### config.mk
export PLATFORM = sky130hd
export DESIGN_NAME = fpu_add_seq_ctrl
export DESIGN_NICKNAME = d
export VERILOG_FILES = /design/src/rtl/fpu_add_seq_ctrl.sv
export SDC_FILE = /design/constraint.sdc
export NUM_CORES = 1
export LEC_CHECK = 0
export CAP_MARGIN = 20
export CORE_MARGIN = 8
export CORE_UTILIZATION = 49
export DETAILED_ROUTE_END_ITERATION = 8
export GPL_TIMING_DRIVEN = 0
export PLACE_DENSITY = 0.89
export SLEW_MARGIN = 15
export SYNTH_ARGS = -nofsm -noshare
export SYNTH_HDL_FRONTEND = slang
export SYNTH_SLANG_ARGS = --single-unit
export TNS_END_PERCENT = 30
### constraint.sdc
create_clock -name clk -period 2.7 [get_ports clk]
set_input_delay 0.81 -clock clk [delete_from_list [all_inputs] [get_ports clk]]
set_output_delay 0.81 -clock clk [all_outputs]
set_load 0.01 [all_outputs]
### src/rtl/fpu_add_seq_ctrl.sv
// Operand/result sequencer around a combinational FP32 adder: registers one operand pair,
// holds it for WAIT_CYCLES settle cycles, then buffers the adder SUM in a small result FIFO.
module fpu_add_seq_ctrl #(
    parameter int M_size      = 23,
    parameter int E_size      = 8,
    parameter int total_size  = 1 + E_size + M_size,
    parameter int WAIT_CYCLES = 2,
    parameter int FIFO_DEPTH  = 4
) (
    input  logic                          clk,
    input  logic                          rst_n,
    input  logic                          in_valid,
    output logic                          in_ready,
    input  logic [total_size-1:0]         A_in,
    input  logic [total_size-1:0]         B_in,
    output logic [total_size-1:0]         add_A,
    output logic [total_size-1:0]         add_B,
    input  logic [total_size-1:0]         add_SUM,
    output logic                          out_valid,
    input  logic                          out_ready,
    output logic [total_size-1:0]         SUM_out,
    output logic                          busy,
    output logic [$clog2(FIFO_DEPTH):0]   level
);

    localparam int PTR_W = $clog2(FIFO_DEPTH);
    localparam int LVL_W = PTR_W + 1;
    localparam int CNT_W = $clog2(WAIT_CYCLES) + 1;

    typedef enum logic {
        IDLE   = 1'b0,
        SETTLE = 1'b1
    } state_t;

    state_t                  state;
    state_t                  state_nxt;
    logic [CNT_W-1:0]        cnt;
    logic                    accept;
    logic                    fifo_wr;
    logic                    pop;
    logic [PTR_W-1:0]        wr_ptr;
    logic [PTR_W-1:0]        rd_ptr;
    logic [total_size-1:0]   mem [FIFO_DEPTH];

    assign out_valid = (level != '0);
    assign pop       = out_valid && out_ready;
    assign SUM_out   = out_valid ? mem[rd_ptr] : '0;

    always_comb begin
        state_nxt = state;
        in_ready  = 1'b0;
        accept    = 1'b0;
        fifo_wr   = 1'b0;
        busy      = (state != IDLE);
        case (state)
            IDLE: begin
                // Space is reserved at accept time, so the later write cannot overflow.
                in_ready = (level < LVL_W'(FIFO_DEPTH));
                if (in_valid && in_ready) begin
                    accept    = 1'b1;
                    state_nxt = SETTLE;
                end
            end
            SETTLE: begin
                if (cnt == '0) begin
                    fifo_wr   = 1'b1;
                    state_nxt = IDLE;
                end
            end
            default: state_nxt = IDLE;
        endcase
    end

    always_ff @(posedge clk or negedge rst_n) begin
        if (!rst_n) begin
            state <= IDLE;
            cnt   <= '0;
            add_A <= '0;
            add_B <= '0;
        end else begin
            state <= state_nxt;
            if (accept) begin
                add_A <= A_in;
                add_B <= B_in;
                cnt   <= CNT_W'(WAIT_CYCLES - 1);
            end else if (state == SETTLE && cnt != '0) begin
                cnt <= cnt - 1'b1;
            end
        end
    end

    always_ff @(posedge clk or negedge rst_n) begin
        if (!rst_n) begin
            wr_ptr <= '0;
            rd_ptr <= '0;
            level  <= '0;
        end else begin
            if (fifo_wr) wr_ptr <= wr_ptr + 1'b1;
            if (pop)     rd_ptr <= rd_ptr + 1'b1;
            case ({fifo_wr, pop})
                2'b10:   level <= level + 1'b1;
                2'b01:   level <= level - 1'b1;
                default: level <= level;
            endcase
        end
    end

    // Storage needs no reset: SUM_out is masked to zero whenever the FIFO is empty.
    always_ff @(posedge clk) begin
        if (fifo_wr) mem[wr_ptr] <= add_SUM;
    end

endmodule

## Word level (Yosys, flattened, before mapping)

Memory sizes are Yosys's and may differ from the RTL's.
Index checks and enable logic that the tools add are counted.

- Add/sub/neg operators: 5
- Multipliers: 0
- Div/mod/pow operators: 0
- $lt $le $gt $ge: 1
- Eq/ne operators: 2
- Shift-type cells: 0
- Mux-type cells: 13
- Bitwise logic cells: 1
- Reductions and logical operators: 8

Operators by type and width:

| operator | number |
|---|---|
| 2-to-1 mux 32 bit | 1 |
| 2-to-1 mux 1 bit | 8 |
| one-hot mux 3 bit (2 select lines) | 1 |
| nonzero test 2 bit | 3 |
| adder 2 x 1 -> 2 bit, second input constant | 2 |
| 2-to-1 mux 2 bit | 2 |
| adder 3 x 1 -> 3 bit, second input constant | 1 |
| logical AND 1 bit | 3 |
| < comparator 3 bit, second input constant | 1 |
| nonzero test 3 bit | 1 |
| subtractor 3 x 1 -> 3 bit, second input constant | 1 |
| == test 2 x 1 -> 1 bit, second input constant | 1 |
| == test 2 bit, second input constant | 1 |
| logical NOT 2 bit | 1 |
| one-hot mux 1 bit (2 select lines) | 1 |
| subtractor 2 x 1 -> 2 bit, second input constant | 1 |
| inverter 1 bit | 1 |

- Register bits: 74
- Latch bits: 0
- Memory bits (writable): 128
- ROM bits: 0
- Input port bits: 100
- Output and inout bits: 102
- Word-level logic and storage cells: 38
- Memories: 1

Memory list:

| memory | words | bits a word | rd ports | clocked after memory_dff | wr ports | line | text |
|---|---|---|---|---|---|---|---|
| mem | 4 | 32 | 1 | 0 | 1 | 43 | `logic [total_size-1:0] mem [FIFO_DEPTH];` |

## Longest topological paths before layout

Gate-level depths: netlist (run 1).

- Depth after elaboration: 5
- Gate-level depth with buffers: 9
- Depth with buffers taken out: 9

## Worst setup path after synthesis (run 1)

OpenSTA, ideal clock, no wires.

- Path type: register to output
- From: reg level[0]
- To: out SUM_out[22]
- Data arrival time: 1323 ps
- Data required time: 1890 ps
- Setup slack: 567 ps
- Stages on the path, launching flop included: 5
- Buffers on the path: 2
- Path through: dfrtp_1 > or3_1 > clkbuf_1 > clkbuf_1 > and2_1

- Word-level cells in the longest chain between the ends: 2

RTL lines:

| what | line | text |
|---|---|---|
| start: declaration | 23 | `output logic [$clog2(FIFO_DEPTH):0] level` |
| start signal: assignment | 101 | `2'b10: level <= level + 1'b1;` |
| start signal: assignment | 102 | `2'b01: level <= level - 1'b1;` |
| start signal: assignment | 103 | `default: level <= level;` |
| nonzero test 3 bit | 45 | `assign out_valid = (level != '0);` |
| named net out_valid | 19 | `output logic out_valid,` |
| 2-to-1 mux 32 bit | 47 | `assign SUM_out = out_valid ? mem[rd_ptr] : '0;` |
| end: declaration | 21 | `output logic [total_size-1:0] SUM_out,` |

The timed path passes the listed nets, and every way through them passes these cells.

## Worst setup path in the final report (run 1)

- From: reg rd_ptr[0]
- To: out SUM_out[4]

- Word-level cells in the longest chain between the ends: 2

RTL lines:

| what | line | text |
|---|---|---|
| start: declaration | 42 | `logic [PTR_W-1:0] rd_ptr;` |
| start signal: assignment | 99 | `if (pop) rd_ptr <= rd_ptr + 1'b1;` |
| memory read (4 x 32 bit) | -- |  |
| 2-to-1 mux 32 bit | 47 |  |

Every way passes these cells.

==> impl_metrics.env, run 1 <==
export IMPL_status="finished with violations"
export IMPL_violations="setup timing"
export IMPL_htreeDepth=1
export IMPL_cts_tree="built"
export IMPL_max_freq_mhz=353
export IMPL_drive_gt1_frac=0.358
export IMPL_cpMostUsedCell="buf_12"
export IMPL_clk_pin_slew_ns=0.06
export IMPL_gp_congestion=0.789
export IMPL_syn_area_per_cell_um2=20.6
export IMPL_finalCriticalPeriod_ns=2.83
export IMPL_arrival_ns=2.02
export IMPL_cts_sinks=202
export IMPL_cp_max_fo=5
export IMPL_hp_class="in2async"
export IMPL_max_cap_violations=0
export IMPL_ioPinCount=202
export IMPL_grt_usage=0.191
export IMPL_antenna_found_initial=0
export IMPL_port_buffers=201
export IMPL_finalPower_mw=13.4
export IMPL_cp_num_cells=6
export IMPL_setup_slack_ns=-0.132
export IMPL_via_count=4429
export IMPL_crit_buf_inv=4
export IMPL_yosysWarnings=0
export IMPL_cpPeakStageDelay_ns=0.49
export IMPL_reg2reg_depth=8
export IMPL_dp_cells=811
export IMPL_vias_per_cell=5.17
export IMPL_final_antenna_net_count=0
export IMPL_root_buffer="clkbuf_16"
export IMPL_clock_latency_ns=0.49
export IMPL_grt_max_degree=64
export IMPL_p_leak_nw=4.38
export IMPL_start_util=0.504
export IMPL_tightest_slew_ns=0.308
export IMPL_fin_worst_skew_ns=0.0201
export IMPL_grt_pass1_wl_um=29800
export IMPL_crit_path_cell_trace="buf_8, buf_12, buf_12, mux4_2, and2_1, buf_6"
export IMPL_fillers=976
export IMPL_synth_area_um2=8030
export IMPL_wirelength_um=19400
export IMPL_dp_slack_ns=-0.145
export IMPL_yosysSeqAreaShare=0.709
export IMPL_r2r_slack_ns=0.63
export IMPL_wl_per_cell_um=22.7
export IMPL_crit_family="buffers and inverters"
export IMPL_finalHoldViolCount=0
export IMPL_first_iter_violations=201
export IMPL_antenna_cells=0
export IMPL_die_x_um=144
export IMPL_r2r_end="level[2]$_DFFE_PN0P_"
export IMPL_syn2layout_area_growth_pct=41.8
export IMPL_rsz0062_at_grt="true"
export IMPL_timing_rr_start="level[0]$_DFFE_PN0P_"
export IMPL_critPathCaptureType="output pin"
export IMPL_crit_path_top_delay_cell="mux4_2"
export IMPL_drc_errors=0
export IMPL_dr_pass1_iters=4
export IMPL_min_period_over_period=1.05
export IMPL_nNetsFinal=732
export IMPL_ys_types=24
export IMPL_rows=46
export IMPL_finalSetupViolCount=30
export IMPL_critPathKind="reg2out"
export IMPL_power_density_nw_per_um2=1170
export IMPL_finish_utilization=0.714
export IMPL_synth_cells=389
export IMPL_fin_cells=856
export IMPL_hpwlAfterDp_um=13400
export IMPL_cts_buffers_inserted=21
export IMPL_syn_nets=496
export IMPL_die_h_um=144
export IMPL_grt_overflow=0
export IMPL_maxSlewViolCount=0
export IMPL_core_area_um2=15900
export IMPL_ys_seq_elements=202
export IMPL_irDropWorstVdd_v=0.000907
export IMPL_worstPathRequired_ns=1.89
export IMPL_dieArea_um2=20700
export IMPL_cts_buffer_depth=3
export IMPL_slew_headroom=0.795
export IMPL_startpoint_type="flip-flop"
export IMPL_first_global_vias=5191
-- cell families after synthesis --
group | count (synthesis) | synth area share
xor+xnor | 7 | 0.00764
fa+ha+maj | 7 | 0.0118
buf+inv | 26 | 0.0287
flops | 202 | 0.709
mux | 99 | 0.207
simple gates | 48 | 0.0358
-- what timing repair did --
action | in CTS | in global routing
setup endpoints to repair | 33 | 32
gates cloned | 3 | 0
setup buffers | 7 | 1
hold buffers | 0 | 0
pin swaps | 31 | 2
gates resized for setup | 202 | 9
-- per-layer routing --
| layer | track usage | routed length, µm | up-vias |
|---|---|---|---|
| li1 | - | - | 1942 |
| met1 | 0.206 | 6960 | 2266 |
| met2 | 0.336 | 9860 | 196 |
| met3 | 0.0844 | 2320 | 25 |
| met4 | 0.0487 | 310 | 0 |
| met5 | 0 | 0 | - |
-- Yosys cell counts --
cell type  count  area (µm²)
nor2_2         1        6.26
inv_1          7        26.3
and3_1         4        25.0
nand2_1        4        15.0
mux4_2        32         721
mux2_4        49         736
or3_1          1        6.26
xor2_1         3        26.3
dfrtp_1       74        1850
buf_2          4        20.0
edfxtp_1     128        3840
nor2_1         2        7.51
ha_1           6        75.1
mux2i_1        1        10.0
buf_12         6         120
and2_4         1        8.76
fa_1           1        20.0
and2_1        33         206
xnor2_1        4        35.0
buf_6          4        45.0
clkbuf_1       5        18.8
nand3_1        1        5.00
mux2_2        17         191
or2b_1         1        7.51
-- through the flow --
| stage | TNS (ns) | hold slack, ns | cell area (µm²) |
|---|---|---|---|
| 2_1_floorplan | 0 | 0.498 | 8030 |
| 3_3_place_gp | -114.50 | 0.493 | 10300 |
| 3_5_place_dp | -2.96 | 0.491 | 10400 |
| 4_1_cts | -3.39 | 0.141 | 11400 |
| 5_1_grt | -5.03 | 0.150 | 11400 |
| 6_report | -2.55 | 0.158 | 11400 |
-- cell type report --
type                       count  area, µm²  share of cell area
buffer                        16        243              0.0213
clock buffer                  26        574              0.0505
clock inverter                12       86.3             0.00759
inverter                       7       26.3             0.00231
multi-input combinational    161       2170               0.191
sequential                   202       5700               0.501
tap                          216        270              0.0237
timing repair buffer         216       2310               0.203
-- registers in the layout, summed over array words and instances, names as in the netlist --
name	cells
mem	128
rd_ptr	2
add_A	32
busy	1
level	3
wr_ptr	2
add_B	32
cnt	2
-- placed cells by master, fill, tap and decap left out, drive strengths merged --
cell type and n:
and2 34, and3 4, buf 61, bufinv 1, clkbuf 29, clkdlybuf4s15 1, clkdlybuf4s50 167, clkinv 10
dfrtp 74, edfxtp 128, fa 1, ha 6, inv 8, mux2 66, mux2i 1, mux4 32
nand2 4, nand3 1, nor2 3, or2b 1, or3 1, xnor2 4, xor2 3
-- report_power, final --
part | leakage, nW | switching, mW | total, mW | internal [mW]
Sequential | 2.03 | 0.453 | 4.54 | 4.09
Clock | 0.336 | 1.14 | 2.74 | 1.61
Combinational | 2.02 | 2.29 | 6.08 | 3.78
-- worst max path at each step --
| stage | startpoint | endpoint | slack (ns) |
|---|---|---|---|
| 3_5_place_dp | level[2]$_DFFE_PN0P_ | SUM_out[30] | -0.14 |
| 6_report | rd_ptr[0]$_DFFE_PN0N_ | SUM_out[4] | -0.13 |
| 5_1_grt | rd_ptr[0]$_DFFE_PN0N_ | SUM_out[5] | -0.20 |
| 4_1_cts | rd_ptr[0]$_DFFE_PN0N_ | SUM_out[21] | -0.17 |
| 2_1_floorplan | level[0]$_DFFE_PN0P_ | SUM_out[22] | 0.57 |
| 3_3_place_gp | rst_n | add_B[23]$_DFFE_PN0P_ | -1.53 |
Note: power is estimated with default switching activity, not from simulation.
==> run 2: changes to the inputs <==
- CAP_MARGIN: 20 -> default
==> results of run 2 <==
Same layout as run 1: the final DEF is identical, and so are final timing and power.
==> run 3: changes to the inputs <==
- CORE_UTILIZATION: 49 -> 55
- DONT_BUFFER_PORTS: default -> 1
- PLACE_DENSITY: 0.89 -> 0.79
==> run 3 against run 2 <==
  * The flow now finishes without violations
  * Die area fell by 9.7%
  * Cell count fell by 28%
  * Critical endpoint is now SUM_out[14]
  * Power shrank 16%
  * Combinational power is 47% lower
  * Global-route usage fell by 2.2 points
==> impl_metrics.env, run 3 (synthesized netlist as in run 1, its figures left out) <==
export IMPL_via_count=3492
export IMPL_first_global_vias=3985
export IMPL_antenna_found_initial=0
export IMPL_reg2reg_depth=8
export IMPL_syn2layout_area_growth_pct=14.7
export IMPL_hp_class="in2async"
export IMPL_cts_buffer_depth=3
export IMPL_rows=44
export IMPL_layout_commonest_cell="edfxtp_1"
export IMPL_timing_rr_start="level[0]$_DFFE_PN0P_"
export IMPL_dr_pass1_iters=4
export IMPL_r2r_slack_ns=0.57
export IMPL_grt_overflow=0
export IMPL_irDropWorstVdd_v=0.000685
export IMPL_finalCriticalPeriod_ns=2.66
export IMPL_critPathKind="reg2out"
export IMPL_htreeDepth=1
export IMPL_grt_usage=0.169
export IMPL_gp_congestion=0.720
export IMPL_tightest_slew_ns=0.618
export IMPL_p_int_mw=8.02
export IMPL_setup_slack_ns=0.0399
export IMPL_largestRegisters="mem: 128 flops, add_A: 32 flops, add_B: 32 flops"
export IMPL_wirelength_um=15800
export IMPL_p_seq_frac=0.435
export IMPL_root_buffer="clkbuf_16"
export IMPL_core_area_um2=14400
export IMPL_rsz0062_at_grt="true"
export IMPL_arrival_ns=1.85
export IMPL_wl_per_cell_um=25.6
export IMPL_cp_max_fo=10
export IMPL_cts_buffers_inserted=20
export IMPL_top_register="mem"
export IMPL_cts_tree="built"
export IMPL_die_h_um=137
export IMPL_clk_pin_slew_ns=0.06
export IMPL_use_met1=0.196
export IMPL_start_util=0.557
export IMPL_startpoint_type="flip-flop"
export IMPL_finalHoldViolCount=0
export IMPL_worstPathRequired_ns=1.89
export IMPL_min_period_over_period=0.985
export IMPL_first_iter_violations=153
export IMPL_critPathCaptureType="output pin"
export IMPL_p_comb_frac=0.288
export IMPL_slew_headroom=0.587
export IMPL_gr_usage_met3=0.0881
export IMPL_nNetsFinal=525
export IMPL_r2r_end="level[2]$_DFFE_PN0P_"
export IMPL_antenna_cells=0
export IMPL_largest_register_ffs=128
export IMPL_clock_latency_ns=0.48
export IMPL_pwr_share_clk=0.277
export IMPL_port_buffers=0
export IMPL_dp_slack_ns=0.119
export IMPL_p_sw_mw=3.26
export IMPL_cts_sinks=202
export IMPL_fin_worst_skew_ns=0.0154
export IMPL_max_freq_mhz=376
export IMPL_fin_tns_setup_ns=0
export IMPL_dieArea_um2=18700
export IMPL_p_leak_nw=3.45
export IMPL_netSwitchingFraction=0.289
export IMPL_die_x_um=137
export IMPL_max_cap_violations=0
export IMPL_maxSlewViolCount=0
export IMPL_grt_use_met2=0.273
export IMPL_status="finished clean"
export IMPL_final_antenna_net_count=0
export IMPL_vias_per_cell=5.68
export IMPL_drive_gt1_frac=0.399
export IMPL_ioPinCount=202
export IMPL_hpwlAfterDp_um=11100
export IMPL_drc_errors=0
export IMPL_top_usage_layer="met2"
export IMPL_finalSetupViolCount=0
export IMPL_grt_max_degree=65
export IMPL_layout_common_cells="edfxtp_1, dfrtp_1, mux2_4, mux4_2, and2_1"
export IMPL_finalHoldWorstSlack_ns=0.0278
export IMPL_finalPower_mw=11.3
export IMPL_grt_pass1_wl_um=24000
export IMPL_power_density_nw_per_um2=1220
run 3: changes by cell type in the layout (fill, tap and decap cells not counted), moves of 4 or more:
| cell | previous run | this run |
|---|---|---|
| clkinv_2 | 8 | 0 |
| buf_4 | 5 | 9 |
| buf_12 | 17 | 13 |
| and2_1 | 8 | 24 |
| buf_6 | 27 | 0 |
| buf_2 | 7 | 1 |
| clkdlybuf4s50_1 | 167 | 0 |
| and2_4 | 26 | 10 |
| bufinv_16 | 1 | 6 |
run 3: power groups by stage:
stage          Clock [mW]  Combinational, mW  Sequential [mW]
6_report             3.12               3.25             4.91
5_1_grt              3.31               3.48             5.01
4_1_cts              3.19               3.24             4.93
3_5_place_dp            0               3.14             4.93
3_3_place_gp            0               2.99             4.94
2_1_floorplan           0               2.59             4.71
run 3: critical path, stage by stage, from the launching register on:
cell and delay, ns:
dfrtp_1 0.35, buf_8 0.14, buf_12 0.15, mux4_2 0.54
and2_4 0.19
run 3: per-layer routing:
layer  share of wire  up-vias
met5               0        -
met4           0.018        0
met3            0.14       22
met2            0.48      174
met1            0.37     1775
li1                -     1521
run 3: worst max path at each step:
| stage | endpoint | from | depth (start not counted) |
|---|---|---|---|
| after floorplan | SUM_out[22] | level[0]$_DFFE_PN0P_ | 4 |
| after global placement | SUM_out[28] | level[2]$_DFFE_PN0P_ | 4 |
| after detailed placement | SUM_out[28] | level[2]$_DFFE_PN0P_ | 4 |
| after CTS | SUM_out[28] | level[1]$_DFFE_PN0P_ | 3 |
| after global routing | SUM_out[14] | rd_ptr[0]$_DFFE_PN0N_ | 4 |
| final | SUM_out[14] | rd_ptr[0]$_DFFE_PN0N_ | 4 |
run 3: what timing repair did:
item,4_1_cts,5_1_grt
hold buffers,1,0
resized for setup,18,16
endpoints found under the hold margin,11,0
endpoints found under the setup margin,33,27
setup buffers,3,1
pin swaps,1,1
run 3: cell type report:
cell class	count	area [µm²]
well taps	184	230
clock buffers	27	558
repair buffers	9	120
flip-flops and latches	202	5700
multi-input cells	161	2130
clock inverters	8	196
plain buffers	17	245
inverters	7	26.3
fillers	982	5210
run 3: per-stage QoR:
stage	std cells	instance area, µm²	utilization
finish	615	9210	0.639
global route	615	9210	0.639
CTS	614	9180	0.636
detailed placement	577	8340	0.578
global placement	573	8260	0.573
floorplan	389	8030	-
